[src/rtl/rom_dl_arbiter.sv]
// rom_dl_arbiter
//  The cartridge ROM block RAM has a single port. This block shares it between two users:
//  the HPS ioctl download stream, which writes, and the console cartridge fetch port, which
//  reads. Fetches take priority. A download byte that cannot be written yet waits in a
//  one-entry holding register, and dl_wait throttles the HPS until that byte is committed.
//  The block also tracks the loaded ROM size and pulses load_done once the load has finished.
// Parameters
//  AW       ROM address width (2**AW bytes)
//  MEM_LAT  RAM read latency in clk cycles (1..3)
// Ports
//  clk, reset              clock; asynchronous active-high reset
//  dl_active               download in progress
//  dl_wr/dl_addr/dl_data   one-cycle download byte strobe with address and data
//  dl_wait                 backpressure to the HPS (holding register occupied)
//  rd_req/rd_addr          fetch request and address, held until rd_ack
//  rd_ack/rd_data          one-cycle fetch completion pulse; the byte is held until the next ack
//  mem_addr/mem_we/mem_din RAM address, write enable and write data
//  mem_dout                RAM read data, valid MEM_LAT cycles after the address
//  rom_size                highest committed in-range write address + 1
//  load_done               one-cycle pulse after dl_active falls and the pending byte is written
module rom_dl_arbiter #(
    parameter int AW      = 15,
    parameter int MEM_LAT = 1
) (
    input  logic          clk,
    input  logic          reset,
    input  logic          dl_active,
    input  logic          dl_wr,
    input  logic [24:0]   dl_addr,
    input  logic [7:0]    dl_data,
    output logic          dl_wait,
    input  logic          rd_req,
    input  logic [AW-1:0] rd_addr,
    output logic          rd_ack,
    output logic [7:0]    rd_data,
    output logic [AW-1:0] mem_addr,
    output logic          mem_we,
    output logic [7:0]    mem_din,
    input  logic [7:0]    mem_dout,
    output logic [AW:0]   rom_size,
    output logic          load_done
);

    localparam int         HI_W         = 25 - AW;
    localparam logic [1:0] LAT_C        = 2'(MEM_LAT);
    localparam logic [2:0] STARVE_MAX_C = 3'd4;

    typedef enum logic [1:0] {
        ST_IDLE = 2'd0,
        ST_RD   = 2'd1,
        ST_WR   = 2'd2
    } state_t;

    state_t        state_r, state_s;
    logic [1:0]    cnt_r, cnt_s;
    logic [2:0]    starve_r, starve_s;
    logic          hv_r;
    logic [AW-1:0] ha_r;
    logic [7:0]    hd_r;
    logic [AW-1:0] rd_addr_r;
    logic          rd_ack_r;
    logic [7:0]    rd_data_r;
    logic [AW:0]   rom_size_r, size_base_s, size_cand_s, size_next_s;
    logic          dl_active_d_r, done_pend_r, load_done_r;
    logic          in_range_s, dl_load_s, pend_s, rise_s, fall_s, done_req_s;
    logic [AW-1:0] mem_addr_s;
    logic          mem_we_s;
    logic [7:0]    mem_din_s;

    // Download capture qualifiers and dl_active edge detection
    always_comb begin
        in_range_s = (dl_addr[24:AW] == {HI_W{1'b0}});
        dl_load_s  = dl_wr & ~hv_r & in_range_s;
        // A byte arriving this cycle counts as pending for the starvation guard
        pend_s     = hv_r | dl_load_s;
        rise_s     = dl_active & ~dl_active_d_r;
        fall_s     = ~dl_active & dl_active_d_r;
        done_req_s = (done_pend_r | fall_s) & ~hv_r & (state_r != ST_WR);
    end

    // Arbitration FSM next-state logic: fetches win unless a pending byte has waited through 4 reads
    always_comb begin
        state_s  = state_r;
        cnt_s    = cnt_r;
        starve_s = starve_r;
        case (state_r)
            ST_IDLE: begin
                if (hv_r && (starve_r == STARVE_MAX_C)) begin
                    state_s  = ST_WR;
                    starve_s = 3'd0;
                end else if (rd_req) begin
                    state_s  = ST_RD;
                    cnt_s    = LAT_C;
                    starve_s = pend_s ? (starve_r + 3'd1) : 3'd0;
                end else if (hv_r) begin
                    state_s  = ST_WR;
                    starve_s = 3'd0;
                end else begin
                    state_s  = ST_IDLE;
                end
            end
            ST_RD: begin
                if (cnt_r == 2'd1) begin
                    state_s = ST_IDLE;
                end else begin
                    cnt_s = cnt_r - 2'd1;
                end
            end
            ST_WR:   state_s = ST_IDLE;
            default: state_s = ST_IDLE;
        endcase
    end

    // RAM port drive. In IDLE the fetch address goes out combinationally so that
    // rd_ack arrives MEM_LAT+1 cycles after rd_req.
    always_comb begin
        mem_addr_s = {AW{1'b0}};
        mem_we_s   = 1'b0;
        mem_din_s  = 8'd0;
        case (state_r)
            ST_IDLE: begin
                if (state_s == ST_RD) begin
                    mem_addr_s = rd_addr;
                end else begin
                    mem_addr_s = {AW{1'b0}};
                end
            end
            ST_RD:   mem_addr_s = rd_addr_r;
            ST_WR: begin
                mem_addr_s = ha_r;
                mem_we_s   = 1'b1;
                mem_din_s  = hd_r;
            end
            default: mem_addr_s = {AW{1'b0}};
        endcase
    end

    // Next ROM size: cleared at download start, grows to ha+1 when a write commits (AW+1 bits, no wrap)
    always_comb begin
        size_base_s = rise_s ? {(AW+1){1'b0}} : rom_size_r;
        size_cand_s = {1'b0, ha_r} + {{AW{1'b0}}, 1'b1};
        if ((state_r == ST_WR) && (size_cand_s > size_base_s)) begin
            size_next_s = size_cand_s;
        end else begin
            size_next_s = size_base_s;
        end
    end

    // FSM state, fetch countdown and starvation counter
    always_ff @(posedge clk or posedge reset) begin
        if (reset) begin
            state_r  <= ST_IDLE;
            cnt_r    <= 2'd0;
            starve_r <= 3'd0;
        end else begin
            state_r  <= state_s;
            cnt_r    <= cnt_s;
            starve_r <= starve_s;
        end
    end

    // Holding register: filled by an accepted in-range dl_wr, emptied by the WR cycle
    always_ff @(posedge clk or posedge reset) begin
        if (reset) begin
            hv_r <= 1'b0;
            ha_r <= {AW{1'b0}};
            hd_r <= 8'd0;
        end else if (state_r == ST_WR) begin
            hv_r <= 1'b0;
        end else if (dl_load_s) begin
            hv_r <= 1'b1;
            ha_r <= dl_addr[AW-1:0];
            hd_r <= dl_data;
        end
    end

    // Fetch datapath: latch the address at grant, capture RAM data on the last RD cycle
    always_ff @(posedge clk or posedge reset) begin
        if (reset) begin
            rd_addr_r <= {AW{1'b0}};
            rd_ack_r  <= 1'b0;
            rd_data_r <= 8'd0;
        end else begin
            rd_ack_r <= 1'b0;
            if ((state_r == ST_IDLE) && (state_s == ST_RD)) begin
                rd_addr_r <= rd_addr;
            end
            if ((state_r == ST_RD) && (cnt_r == 2'd1)) begin
                rd_ack_r  <= 1'b1;
                rd_data_r <= mem_dout;
            end
        end
    end

    // ROM size tracking and load-done pulse, held back until the pending byte is committed
    always_ff @(posedge clk or posedge reset) begin
        if (reset) begin
            rom_size_r    <= {(AW+1){1'b0}};
            dl_active_d_r <= 1'b0;
            done_pend_r   <= 1'b0;
            load_done_r   <= 1'b0;
        end else begin
            rom_size_r    <= size_next_s;
            dl_active_d_r <= dl_active;
            if (rise_s) begin
                done_pend_r <= 1'b0;
                load_done_r <= 1'b0;
            end else if (done_req_s) begin
                done_pend_r <= 1'b0;
                load_done_r <= 1'b1;
            end else begin
                done_pend_r <= done_pend_r | fall_s;
                load_done_r <= 1'b0;
            end
        end
    end

    assign dl_wait   = hv_r;
    assign rd_ack    = rd_ack_r;
    assign rd_data   = rd_data_r;
    assign mem_addr  = mem_addr_s;
    assign mem_we    = mem_we_s;
    assign mem_din   = mem_din_s;
    assign rom_size  = rom_size_r;
    assign load_done = load_done_r;

endmodule

[config.mk]
export PLATFORM = sky130hd
export DESIGN_NAME = rom_dl_arbiter
export DESIGN_NICKNAME = d
export VERILOG_FILES = /design/src/rtl/rom_dl_arbiter.sv
export SDC_FILE = /design/constraint.sdc
export NUM_CORES = 1
export LEC_CHECK = 0
export ABC_AREA = 1
export BUFFER_PORTS_ARGS = -buffer_cell sky130_fd_sc_hd__buf_4
export CAP_MARGIN = 25
export CORE_MARGIN = 8
export CORE_UTILIZATION = 48
export CTS_CLUSTER_DIAMETER = 150
export CTS_CLUSTER_SIZE = 30
export DETAILED_ROUTE_END_ITERATION = 7
export HOLD_SLACK_MARGIN = 0.03
export PLACE_DENSITY = 0.86
export SETUP_SLACK_MARGIN = 0.4
export SLEW_MARGIN = 40
export SYNTH_ARGS = -nofsm -noshare
export SYNTH_HDL_FRONTEND = slang
export SYNTH_SLANG_ARGS = --single-unit
[constraint.sdc]
create_clock -name clk -period 2.3 [get_ports clk]
set_input_delay 0.575 -clock clk [delete_from_list [all_inputs] [get_ports clk]]
set_output_delay 0.575 -clock clk [all_outputs]
set_load 0.02 [all_outputs]
After elaboration in Yosys (flattened, before gate mapping) --
Index checks and enable logic that the tools add are counted.
Storage, ports and cells: flip-flop bits (word level) 74, latch bits 0, memory bits (writable) 0, ROM bits 0, output and inout port bits 51, logic and storage cells 76, memories kept 0
Cells by class: add/subtract/negate cells 3, multiply operators 0, divide/modulo/power cells 0, magnitude comparators 1, equality and inequality tests 9, shift-type cells 0, muxes and demuxes 26, bitwise gates (word level) 12, reduce and logical (&&, ||, !) cells 12
Operators by type and width (count):
- $pmux 15 s3 | 1
- $mux 16 | 2
- $add 15x1->16 const B | 1
- $gt 16x16->1 | 1
- $mux 15 | 1
- $mux 2 | 7
- $mux 3 | 4
- $logic_not 10->1 | 1
- $mux 1 | 8
- $mux 8 | 1
- $ne 2x2->1 const B | 4
- $pmux 2 s2 | 2
- $and 1x1->1 | 6
- $eq 2x1->1 const B | 3
- $logic_and 1x1->1 | 4
- $not 1->1 | 4
- $reduce_and 2->1 | 2
- $reduce_and 4->1 | 1
- $reduce_bool 2->1 | 2
- $add 3x1->3 const B | 1
- $eq 3x3->1 const B | 1
- $reduce_bool 3->1 | 1
- $eq 2x2->1 const B | 1
- $logic_not 2->1 | 1
- other kinds (2) | 3

Depth between registers and ports, before layout --
Gate-level depths: netlist of the first run.
depth in word-level cells 7, gate-level depth with buffers 18, mapped depth without buffers 17

Worst setup path before layout of the first run --
Ideal clock, no wire load.
path kind input -> register, from in dl_active, to reg rom_size_r[6], in the netlist rom_size[6], library setup time 0.116 ns, data arrival time 2.147 ns, required time 2.184 ns, slack 0.037 ns, stages 13, buffers on the path 2, cell sequence inv_1 nor2_1 inv_1 buf_2 nand2_1 ha_1 a21oi_1 o21ai_0 a21oi_1 nand2_2 buf_2 nand3_1 nand2_1
Between the ends: cells in the longest elaborated chain, start to end 5
RTL lines:
- from (decl) | RTL line 27 | input logic dl_active,
- $and 1x1->1 (*) | RTL line 76 | rise_s = dl_active & ~dl_active_d_r;
- $mux 16 (*) | RTL line 140 | size_base_s = rise_s ? {(AW+1){1'b0}} : rom_size_r;
- $gt 16x16->1 | RTL line 142 | if ((state_r == ST_WR) && (size_cand_s > size_base_s)) begin
- $logic_and 1x1->1 | RTL line 142
- $mux 16 (*) | RTL line 142
- named net size_next_s[6] | RTL line 63 | logic [AW:0] rom_size_r, size_base_s, size_cand_s, size_next_s;
- to (signal assigned) | RTL line 198 | rom_size_r <= {(AW+1){1'b0}};
- to (signal assigned) | RTL line 203 | rom_size_r <= size_next_s;
- to (decl) | RTL line 63
The timed path passes the listed nets; every way through them passes the cells marked *. A chain may end at the register's enable or synchronous reset.

Final worst setup path of the first run --
from reg ha_r[8], to reg rom_size_r[1], in the netlist rom_size[1]
Between the ends: cells in the longest elaborated chain, start to end 4
RTL lines:
- from (decl) | RTL line 58 | logic [AW-1:0] ha_r;
- from (signal assigned) | RTL line 166 | ha_r <= {AW{1'b0}};
- from (signal assigned) | RTL line 172 | ha_r <= dl_addr[AW-1:0];
- $add 15x1->16 | RTL line 141 | size_cand_s = {1'b0, ha_r} + {{AW{1'b0}}, 1'b1};
- $gt 16x16->1 | RTL line 142
- $logic_and 1x1->1 | RTL line 142
- $mux 16 | RTL line 142
- named net size_next_s[1] | RTL line 63
The timed path passes the listed nets, and every way through them passes these cells.

==> results of run 1 <==
-- sequential cells by signal, summed over array words and instances (netlist names), 2 cells and up --
signal     flops
cnt_r          2
rd_addr_r     15
starve_r       3
state_r        2
ha_r          15
hd_r           8
rom_size      16
rd_data        8
-- worst max-delay path by stage --
| stage | start | to | slack [ns] | cells past startpoint |
|---|---|---|---|---|
| after detailed placement | dl_active | rom_size[11] | -0.12 | 14 |
| final | ha_r[8] | rom_size[1] | -0.40 | 15 |
| after floorplan | dl_active | rom_size[9] | 0.16 | 14 |
| after global routing | ha_r[4] | rom_size[13] | -0.40 | 15 |
| after global placement | dl_active | rom_size[6] | -0.06 | 14 |
| after CTS | starve_r[0] | mem_addr[6] | -0.11 | 10 |
-- routing by layer --
layer,vias to the layer above,global-route usage,wire length [um]
met2,318,0.4053,8750
met5,-,0,0
li1,1949,-,-
met1,2205,0.2695,6207
met4,0,0.1340,1049
met3,102,0.05100,1515
-- timing repair --
item	4_1_cts	5_1_grt
endpoints found under the setup margin	61	71
pin swaps	27	13
resized for setup	108	67
buffers inserted	24	15
hold endpoints to repair	0	0
hold buffers	0	0
cloned	3	7
-- cell type report --
cell class | instances | share of cell area
repair buffers | 178 | 0.2473
multi-input cells | 334 | 0.3835
well taps | 108 | 0.01983
clock inverters | 6 | 0.01065
clock buffers | 10 | 0.02019
flip-flops and latches | 74 | 0.2728
inverters | 80 | 0.04571
-- cell usage after synthesis (all sizes together) --
master / count
a21oi: 32
ha: 20
nor3b: 1
nand3: 24
o22ai: 1
a31oi: 1
o221ai: 15
nor2: 59
nand4: 7
nor4: 2
a211oi: 1
clkbuf: 3
o21ai: 19
nor3: 5
nand2: 132
dfrtp: 74
a21o: 1
xor2: 13
inv: 80
buf: 11
-- logic make-up (layout without fill, tap and decap cells) --
group | after synthesis | after routing
AOI/OAI and AO/OA | 70 | 70
xor gates and xnor gates | 13 | 13
adders and majority gates | 20 | 20
buffers and inverters | 94 | 274
DFF | 74 | 74
and+or+nand+nor | 230 | 231
-- power groups by stage --
stage          Clock (mW)  Sequential [mW]  Combinational [mW]
2_1_floorplan           0             1.84                1.25
4_1_cts              1.09             1.72                2.73
3_3_place_gp            0             1.73                2.15
3_5_place_dp            0             1.74                2.22
5_1_grt              1.16             1.76                3.31
6_report             1.11             1.75                3.14
==> summary.md, run 1 <==
| Metric | Value |
|---|---|
| DRT Pass-1 Iters | `5` |
| Area grow syn2layout | `62.99%` |
| Drt total wl | `about 18 mm` |
| CTS tree | `done` |
| Gp weighted congestion | `between 0.8 and 0.9` |
| Number of failing hold endpoints at the final stage | `0` |
| Cts bufs inserted | `9` |
| Tmin final | `about 2.7 ns` |
| Placement Setup Slack | `-0.1241 ns` |
| Most common cell after layout, fill and taps aside | `buf_4` |
| DP Area | `approximately 5300 um2` |
| Power Dens Cells | `between 800 and 900 nW/um2` |
| CP Capture Type | `flop` |
| Worst R2R Path Depth | `15` |
| CTS H-tree lvls | `3` |
| Simple-Gate Fraction of Synth Area | `0.2531` |
| Layout Cells excl Fill | `between 700 and 800` |
| Seq/Total Area, Yosys | `0.4428` |
| Seq pwr share | `0.291` |
| Syn nets | `around 580` |
| Initial DRC count | `391` |
| Clk sinks | `between 70 and 80` |
| Die height | `roughly 110 um` |
| Initial antenna violation count | `0` |
| Yosys synthesis warning count | `0` |
| Worst path most repeated cell | `nand2_1` |
| Max VDD drop | `slightly above 0.9 mV` |
| Die footprint | `between 10000 and 15000 um2` |
| CP arrival | `between 2 and 3 ns` |
| Period utilization | `1.172` |
| RSZ-0062 raised after global routing | `yes` |
| Clk_lat worst skew | `about 0.37 ns` |
| First-pass GRT wire length | `about 22 mm` |
| Via density | `between 5 and 6` |
| Largest family of logic cells by synthesized area | `simple AND/OR/NAND/NOR gates` |
| # DRC | `0` |
| Gr ovfl total | `0` |
| Post-synthesis xor/xnor area fraction | `0.02902` |
| Die width | `109.3 um` |
| Internal Power | `about 3.4 mW` |
| Final #Nets | `between 700 and 800` |
| Smallest setup slack after layout | `-0.3956 ns` |
| Antenna cell count | `0` |
| Post-synth top area share | `0.4428` |
| Largest net degree at the start of global routing | `47` |
| CTS root buf | `clkbuf_8` |
| Via count | `between 4000 and 5000` |
| Post-synthesis register bit count | `74` |
| Worst path slowest cell | `dfrtp_1` |
| Post-synthesis compound-gate area fraction | `0.1197` |
| Critical path required time | `around 2.6 ns` |
| Total GRT Usage | `0.2369` |
| Clock buffer depth | `2` |
| Max Slew Vio Count | `0` |
| Final setup fails | `31` |
| Clk pin slew, worst setup/hold paths | `0.09 ns` |
| WL/cell | `between 20 and 25 um` |
| Crit-path max cell delay | `0.45 ns` |
| Post-Synthesis Cell Area | `about 4200 um2` |
| Syn avg cell area | `about 8.3 um2` |
| Violated checks | `setup timing` |
| Leak Pwr | `between 3 and 4 nW` |
| Sw frac | `0.4259` |
| HPWL Detailed | `about 8.7 mm` |
| Critical path fanouts, max | `6` |
| Initial core utilization | `0.4866` |
| Clock share of power | `0.186` |
| R2R Setup Slk | `-0.40 ns` |
| Outcome | `finished, violations left` |
| Mux cell area share after synthesis | `0` |
| Adder-Cell Fraction of Synth Area | `0.05984` |
| Area occupied by multi-input gates | `~2600 um2` |
| Dpl cells | `just over 700` |
| R2r startpoint | `ha_r[8]` |
| Max Freq | `around 0.37 GHz` |
| Final Util | `0.7931` |
| Psw | `about 2.6 mW` |
| Syn Inst Count | `between 500 and 600` |
| Critical R2R Capture | `rom_size[1]` |
| Worst Max-Slew Pin Slew | `between 0.6 and 0.7 ns` |
| Core area | `roughly 8600 um2` |
| Worst min path class | `input pin to asynchronous set/reset pin` |
| Final TNS setup | `-8.862 ns` |
| CP Class | `flop to flop` |
| Startpoint type of the worst setup path | `flop` |
| Library cells used by synthesis | `34` |
| Post-route ant nets | `0` |
| Final Power | `approximately 6.0 mW` |
| Comb pwr share | `0.523` |
| Slew HR | `0.5759` |
| Most frequent cells in the layout | `buf_4 (133), nand2_1 (107), inv_1 (72)` |
| WP buf/inv | `3` |
| Row count | `34` |
| Storage cell area | `around 1900 um2` |
| Area leader, netlist | `dfrtp_1` |
| Layout cells sized above 1 | `0.5088` |
| Synth area leaders | `dfrtp_1 (44%), nand2_1 (12%), inv_1 (7.0%)` |
| Number of I/O pins | `roughly 110` |
| Worst Hold Slack | `0.2846 ns` |
| Vias in the first global route | `around 4600` |
| # port buffers | `~110` |
| Setup Skew | `0.01493 ns` |
| Fin area | `a little under 7000 um2` |
| Max-cap violation count | `0` |
| Fillers | `between 400 and 500` |
| Crit-path cells | `nand2_1 > nor2_1 > nand4_1 > nand2_1 > inv_1 > ha_1 > nand2_1 > nor2_2 > nand2_1 > nor2_2 > nor2_4 > buf_12 > buf_12 > nand3_2 > nand2_1` |
| Top delay family on crit path | `simple AND/OR/NAND/NOR gates` |
Power figures use the tool's default switching activity.
==> run 2: changes to the inputs <==
Settings changed: ABC_AREA 1 to 0.
==> run 2 against run 1 <==
Net effect: the flow still finishes with violations (setup timing); flip-flop and latch count unchanged; worst setup slack got worse by 0.098 ns; fmax decreased by 3.5%; power decreased by 51%; register-to-register slack got worse by 0.098 ns; die area decreased by 0.69%; critical path depth decreased by 4; sequential share of layout area increased by 2.3 points; critical path type unchanged; largest power group is now registers.
==> summary.md, run 2 <==
| Metric | Value |
|---|---|
| Initial antenna violation count | `0 (unchanged)` |
| Total GRT Usage | `0.2195 (-0.01743)` |
| Gp weighted congestion | `0.8084 (-9.8%)` |
| Mux cell area share after synthesis | `0.1517 (+0.1517)` |
| Adder-Cell Fraction of Synth Area | `0.06033 (+0.0004874)` |
| Synth top cells by count | `dfrtp_1 (74), nand2_1 (59), mux2_2 (43), inv_1 (25), and2_1 (23)` |
| Met2 Usage GRT | `0.3943 (-0.01097)` |
| Final #Nets | `668 (-12%)` |
| Async S/R FF share, synth | `1.000 (unchanged)` |
| Layout cells sized above 1 | `0.5381 (+0.02927)` |
| CTS hold repair buffers | `0 (unchanged)` |
| Syn avg cell area | `10.34 um2 (+24%)` |
| Antenna cell count | `0 (unchanged)` |
| Area grow syn2layout | `51.13%` |
| First-pass GRT wire length | `20.44 mm (-8.2%)` |
| Post-route ant nets | `0 (unchanged)` |
| CP Capture Type | `flop` |
| Max VDD drop | `0.4477 mV (-51%)` |
| Clk pin slew, worst setup/hold paths | `0.08 ns (about the same)` |
| Via density | `5.371 (-7.2%)` |
| Row count | `34 (unchanged)` |
| Die footprint | `11870 um2 (-0.69%)` |
| WL/cell | `18.74 um (-15%)` |
| Clk_lat worst skew | `0.36 ns (about the same)` |
| Leak Pwr | `3.046 nW (-17%)` |
| CTS H-tree lvls | `3 (unchanged)` |
| Synth area leaders | `dfrtp_1 (45%), mux2_2 (12%), ha_1 (6.0%)` |
| Storage cell area | `1853 um2 (-0.34%)` |
| Max Slew Vio Count | `0 (unchanged)` |
| Largest family of logic cells by synthesized area | `simple AND/OR/NAND/NOR gates` |
| Clk sinks | `74 (unchanged)` |
| Count leader, synth | `dfrtp_1` |
| Cts bufs inserted | `9 (unchanged)` |
| RSZ-0062 raised after global routing | `yes` |
| Setup Skew | `0.009047 ns (-0.005885 ns)` |
| Vias in the first global route | `4084 (-11%)` |
| Final setup fails | `28 (-9.7%)` |
| Largest net degree at the start of global routing | `42 (-11%)` |
| Post-synthesis compound-gate area fraction | `0.09321 (-0.02648)` |
| Area leader, netlist | `dfrtp_1` |
| Post-synth EDFFs | `0 (unchanged)` |
| Worst Max-Slew Pin Slew | `0.5355 ns (-0.09926 ns)` |
| Most common cell after layout, fill and taps aside | `buf_4` |
| Clock buffer depth | `2 (unchanged)` |
| Critical path required time | `2.54 ns (about the same)` |
| Drt total wl | `13.10 mm (-25%)` |
| CP Class | `flop to flop` |
| Crit path from | `ha_r[4]` |
| Syn Inst Count | `401 (-20%)` |
| Post-synthesis register bit count | `74 (unchanged)` |
| Worst min path class | `input pin to asynchronous set/reset pin` |
| Placement Setup Slack | `-0.5192 ns (-0.3951 ns)` |
| HPWL Detailed | `8.647 mm (-0.77%)` |
| Die width | `109.0 um (-0.35%)` |
| Die height | `109.0 um (-0.35%)` |
| CTS tree | `done` |
| Startpoint type of the worst setup path | `flop` |
| Fillers | `532 (+21%)` |
| Power Dens Cells | `468.3 nW/um2 (-47%)` |
| Period utilization | `1.215 (+0.04266)` |
| Simple-Gate Fraction of Synth Area | `0.1741 (-0.07908)` |
| Most frequent cells in the layout | `buf_4 (156), dfrtp_1 (73), nand2_1 (58)` |
| GR Layer Usage met3 | `0.04905 (-0.001942)` |
| Critical path fanouts, max | `15 (+9)` |
| Seq/Total Area, Yosys | `0.4465 (+0.003607)` |
| Initial core utilization | `0.4851 (-0.001530)` |
| Slew HR | `0.6430 (+0.06707)` |
| # port buffers | `111 (unchanged)` |
| Final Power | `2.935 mW (-51%)` |
| Smallest setup slack after layout | `-0.4937 ns (-0.09811 ns)` |
| # DRC | `0 (unchanged)` |
| Max reg flops | `16 (unchanged)` |
| Initial DRC count | `157 (-60%)` |
| Yosys synthesis warning count | `0 (unchanged)` |
| Post-synth top area share | `0.4465 (+0.003607)` |
| Post-synthesis xor/xnor area fraction | `0.02745 (-0.001574)` |
| Gr ovfl total | `0 (unchanged)` |
| Max Freq | `0.3579 GHz (-3.5%)` |
| Met1 Use GR | `0.2424 (-0.02703)` |
| Syn nets | `482 (-17%)` |
| Area occupied by multi-input gates | `2387 um2 (-8.7%)` |
| Post-Synthesis Cell Area | `4148 um2 (-0.81%)` |
| Outcome | `finished, violations left` |
| Grt peak-use layer | `met2` |
| CTS root buf | `clkbuf_8` |
| Library cells used by synthesis | `40 (+18%)` |
| Via count | `3754 (-18%)` |
| Number of I/O pins | `112 (unchanged)` |
| DRT Pass-1 Iters | `4 (-1)` |
| Tmin final | `2.794 ns (+0.09811 ns)` |
| Max-cap violation count | `0 (unchanged)` |
| Core area | `8551 um2 (-0.50%)` |
| R2r startpoint | `ha_r[4]` |
| Top FF cell, synth | `dfrtp_1` |
| Violated checks | `setup timing` |
| CP arrival | `3.03 ns (+0.08 ns)` |
| Number of failing hold endpoints at the final stage | `0 (unchanged)` |
## run 2: changes by cell type in the layout (fill, tap and decap cells not counted), sizes merged, moves of 15 or more
cell	previous run	this run
a21oi	32	8
nor2	59	13
buf	172	190
a22oi	0	16
nand3	24	4
and2	0	23
inv	81	24
mux2	0	50
nor2b	0	19
o221ai	15	0
nand2	133	59
## run 2: stage by stage
| step | utilization | instances | setup TNS [ns] | hold WS (ns) | area (um2) |
|---|---|---|---|---|---|
| 3_3_place_gp | 0.6449 | 649 | -6.382 | 0.4610 | 5514 |
| 3_5_place_dp | 0.6449 | 649 | -7.527 | 0.4727 | 5514 |
| 5_1_grt | 0.7331 | 699 | -10.89 | 0.09533 | 6269 |
| 2_1_floorplan | - | 401 | -4.977 | 0.4658 | 4288 |
| 6_report | 0.7331 | 699 | -8.130 | 0.09330 | 6269 |
| 4_1_cts | 0.7215 | 696 | -6.788 | 0.09112 | 6170 |
## run 2: timing repair
action,in CTS,in global routing
endpoints found under the setup margin,55,39
buffers inserted,30,3
resized for setup,58,18
pin swaps,15,13
gates cloned,2,0
## run 2: area by class of cell
| cell class | instances | area share |
|---|---|---|
| clock buffers | 10 | 0.02036 |
| clock inverters | 5 | 0.005190 |
| inverters | 26 | 0.01717 |
| multi-input cells | 285 | 0.3808 |
| flip-flops and latches | 74 | 0.2956 |
| well taps | 108 | 0.02156 |
| repair buffers | 191 | 0.2593 |
## run 2: final timing paths
| path | to | slack, ns | cells past startpoint |
|---|---|---|---|
| max reg2reg | rom_size[13] | -0.49 | 11 |
| min | rom_size[1] | 0.09 | 2 |
| min in group clk | rd_data[5] | 0.40 | 3 |
| max | rom_size[13] | -0.49 | 11 |
| max in group asynchronous | ha_r[0] | 1.48 | 3 |
| min reg2reg | rd_data[6] | 0.49 | 2 |
## run 2: logic make-up after synthesis
kind of cell               after synthesis
muxes                                   54
adders and majority gates               20
and+or+nand+nor                        141
xor gates and xnor gates                13
buffers and inverters                   42
DFF                                     74
AOI/OAI and AO/OA                       57
## run 2: layer usage
metal  wire, um  vias up  share of wire
met3        642       45          0.049
li1           -     1745              -
met1       5019     1847           0.38
met4        448        0          0.034
met5          0        -              0
met2       6992      117           0.53
## run 2: power breakdown
part / internal (mW) / total [mW] / switching (mW)
registers: 1.37 / 1.42 / 0.0487
clock network: 0.385 / 0.906 / 0.522
logic: 0.309 / 0.609 / 0.300
total: 2.07 / 2.94 / 0.870
## run 2: critical path, cell delays in order (launching register included)
cell and delay, ns:
dfrtp_1 0.37, and4_4 0.24, nand4_1 0.14, nor3_2 0.26, xor2_2 0.27, ha_4 0.26
nand2_1 0.08, o21ai_2 0.07, nor4_2 0.36, a31oi_4 0.14, buf_12 0.18, mux2_4 0.30
==> run 3: changes to the inputs <==
Settings changed: GPL_TIMING_DRIVEN set to 0.
==> run 3 against run 2 <==
Net effect: the flow still finishes with violations (setup timing); register-to-register slack got worse by 0.20 ns; critical endpoint is now rom_size[4]; fmax is 6.6% lower; first-iteration DRC count grew 83%.
==> summary.md, run 3 (same netlist as run 2, synthesis figures left out) <==
| Metric | Value |
|---|---|
| CP Capture Type | `flop` |
| Worst min path class | `input pin to asynchronous set/reset pin` |
| Area occupied by multi-input gates | `2472 um2 (+3.6%)` |
| Gr ovfl total | `0 (unchanged)` |
| Number of failing hold endpoints at the final stage | `0 (unchanged)` |
| Largest net degree at the start of global routing | `27 (-36%)` |
| Startpoint type of the worst setup path | `flop` |
| R2R Setup Slk | `-0.69 ns (-0.20 ns)` |
| Fillers | `467 (-12%)` |
| Max VDD drop | `0.3717 mV (-17%)` |
| Row count | `34 (unchanged)` |
| Final TNS setup | `-11.60 ns (-3.473 ns)` |
| Die width | `109.0 um (unchanged)` |
| Tmin final | `2.991 ns (+0.1971 ns)` |
| # port buffers | `111 (unchanged)` |
| Power Dens Cells | `521.9 nW/um2 (+11%)` |
| Crit path from | `ha_r[1]` |
| Core area | `8551 um2 (unchanged)` |
| Layout cells sized above 1 | `0.5486 (+0.01048)` |
| Number of I/O pins | `112 (unchanged)` |
| Initial core utilization | `0.4851 (unchanged)` |
| Initial antenna violation count | `0 (unchanged)` |
| Critical path required time | `2.56 ns (+0.02 ns)` |
| Storage cell area | `1862 um2 (+0.47%)` |
| CTS H-tree lvls | `3 (unchanged)` |
| Max reg flops | `16 (unchanged)` |
| Via density | `5.774 (+7.5%)` |
| Critical path fanouts, max | `5 (-10)` |
| WL/cell | `22.45 um (+20%)` |
| First-pass GRT wire length | `19.80 mm (-3.1%)` |
| Total GRT Usage | `0.2140 (-0.005545)` |
| Dpl cells | `623 (-4.0%)` |
| CP Class | `flop to flop` |
| Die footprint | `11870 um2 (unchanged)` |
| Drt total wl | `15.60 mm (+19%)` |
| Smallest setup slack after layout | `-0.6908 ns (-0.1971 ns)` |
| Cts bufs inserted | `9 (unchanged)` |
| Clk_lat worst skew | `0.37 ns (about the same)` |
| CP arrival | `3.25 ns (+0.22 ns)` |
| Max Slew Vio Count | `0 (unchanged)` |
| Most common cell after layout, fill and taps aside | `buf_4` |
| Violated checks | `setup timing` |
| Period utilization | `1.300 (+0.08568)` |
| Clk sinks | `74 (unchanged)` |
| Leak Pwr | `3.090 nW (+1.4%)` |
| Die height | `109.0 um (unchanged)` |
| HPWL Detailed | `8.544 mm (-1.2%)` |
| Critical R2R Capture | `rom_size[4]` |
| Post-route ant nets | `0 (unchanged)` |
| Worst Max-Slew Pin Slew | `0.4163 ns (-0.1192 ns)` |
| CTS root buf | `clkbuf_8` |
| Area grow syn2layout | `56.44%` |
| Outcome | `finished, violations left` |
| Final setup fails | `31 (+11%)` |
| Clk pin slew, worst setup/hold paths | `0.08 ns (about the same)` |
| # DRC | `0 (unchanged)` |
| Worst R2R Path Depth | `10 (-1)` |
| RSZ-0062 raised after global routing | `yes` |
| Antenna cell count | `0 (unchanged)` |
| Vias in the first global route | `3958 (-3.1%)` |
| Max-cap violation count | `0 (unchanged)` |
| Setup Skew | `0.01430 ns (+0.005258 ns)` |
| Gp weighted congestion | `0.8794 (+8.8%)` |
| Initial DRC count | `287 (+83%)` |
| Via count | `4013 (+6.9%)` |
| Worst Setup EP | `rom_size[4]` |
| R2r startpoint | `ha_r[1]` |
| Slew HR | `0.7195 (+0.07655)` |
| Most frequent cells in the layout | `buf_4 (136), dfrtp_1 (66), nand2_1 (58)` |
| CTS hold repair buffers | `0 (unchanged)` |
| DRT Pass-1 Iters | `5 (+1)` |
| Final #Nets | `663 (-0.75%)` |
| Max Freq | `0.3344 GHz (-6.6%)` |
| Clock buffer depth | `2 (unchanged)` |
| Layout Cells excl Fill | `695 (-0.57%)` |
| CTS tree | `done` |
[run 3: cell type report]
type | count | area share
clock buffer | 12 | 0.02391
buffer | 16 | 0.02815
inverter | 26 | 0.01600
clock inverter | 4 | 0.01504
sequential | 74 | 0.2869
timing repair buffer | 170 | 0.2281
multi-input combinational | 285 | 0.3810
tap | 108 | 0.02083
[run 3: worst max-delay path, cell delays in order (launching register included)]
cell	delay [ns]
dfrtp_2	0.46
buf_4	0.15
nand4_1	0.22
nor2_1	0.20
xnor2_1	0.12
ha_1	0.36
nand4_1	0.14
a2111o_1	0.46
a31oi_4	0.27
buf_4	0.17
mux2_2	0.33
[run 3: worst min-delay path by stage]
stage	start	to	slack, ns	depth (start not counted)
floorplan	cnt_r[1]	cnt_r[1]	0.47	1
global placement	rd_data[3]	rd_data[3]	0.46	2
detailed placement	rd_data[4]	rd_data[4]	0.46	2
CTS	reset	rom_size[0]	0.15	2
global route	reset	dl_active_d_r	0.15	2
finish	reset	rom_size[0]	0.15	2
[run 3: power breakdown]
| group | switching [mW] | leakage, nW | total [mW] | internal (mW) |
|---|---|---|---|---|
| Sequential | 0.0515 | 0.950 | 1.42 | 1.37 |
| Clock | 0.535 | 0.123 | 1.32 | 0.781 |
| Combinational | 0.326 | 2.02 | 0.647 | 0.321 |
| Total | 0.912 | 3.09 | 3.39 | 2.47 |
[run 3: routing by layer]
metal,GRT usage,share of wire
met5,0,0
met1,0.2359,0.36
met3,0.04314,0.071
met4,0.1300,0.058
met2,0.3726,0.52
[run 3: per-stage QoR]
| stage | setup slack, ns | cell area (um2) | hold slack [ns] | total power, mW | utilization |
|---|---|---|---|---|---|
| finish | -0.6908 | 6489 | 0.1478 | 3.386 | 0.7589 |
| global route | -0.7576 | 6489 | 0.1501 | 3.481 | 0.7589 |
| CTS | -0.5061 | 6056 | 0.1528 | 3.299 | 0.7082 |
| detailed placement | -0.7830 | 5324 | 0.4649 | 1.964 | 0.6226 |
| global placement | -0.6644 | 5256 | 0.4618 | 1.930 | 0.6147 |
| floorplan | -0.3832 | 4288 | 0.4658 | 1.713 | - |
[run 3: timing repair]
action,CTS,global route
setup buffers,27,25
endpoints found under the hold margin,0,0
pin swaps,23,20
setup endpoints to repair,57,74
resized for setup,74,56
cloned,2,2
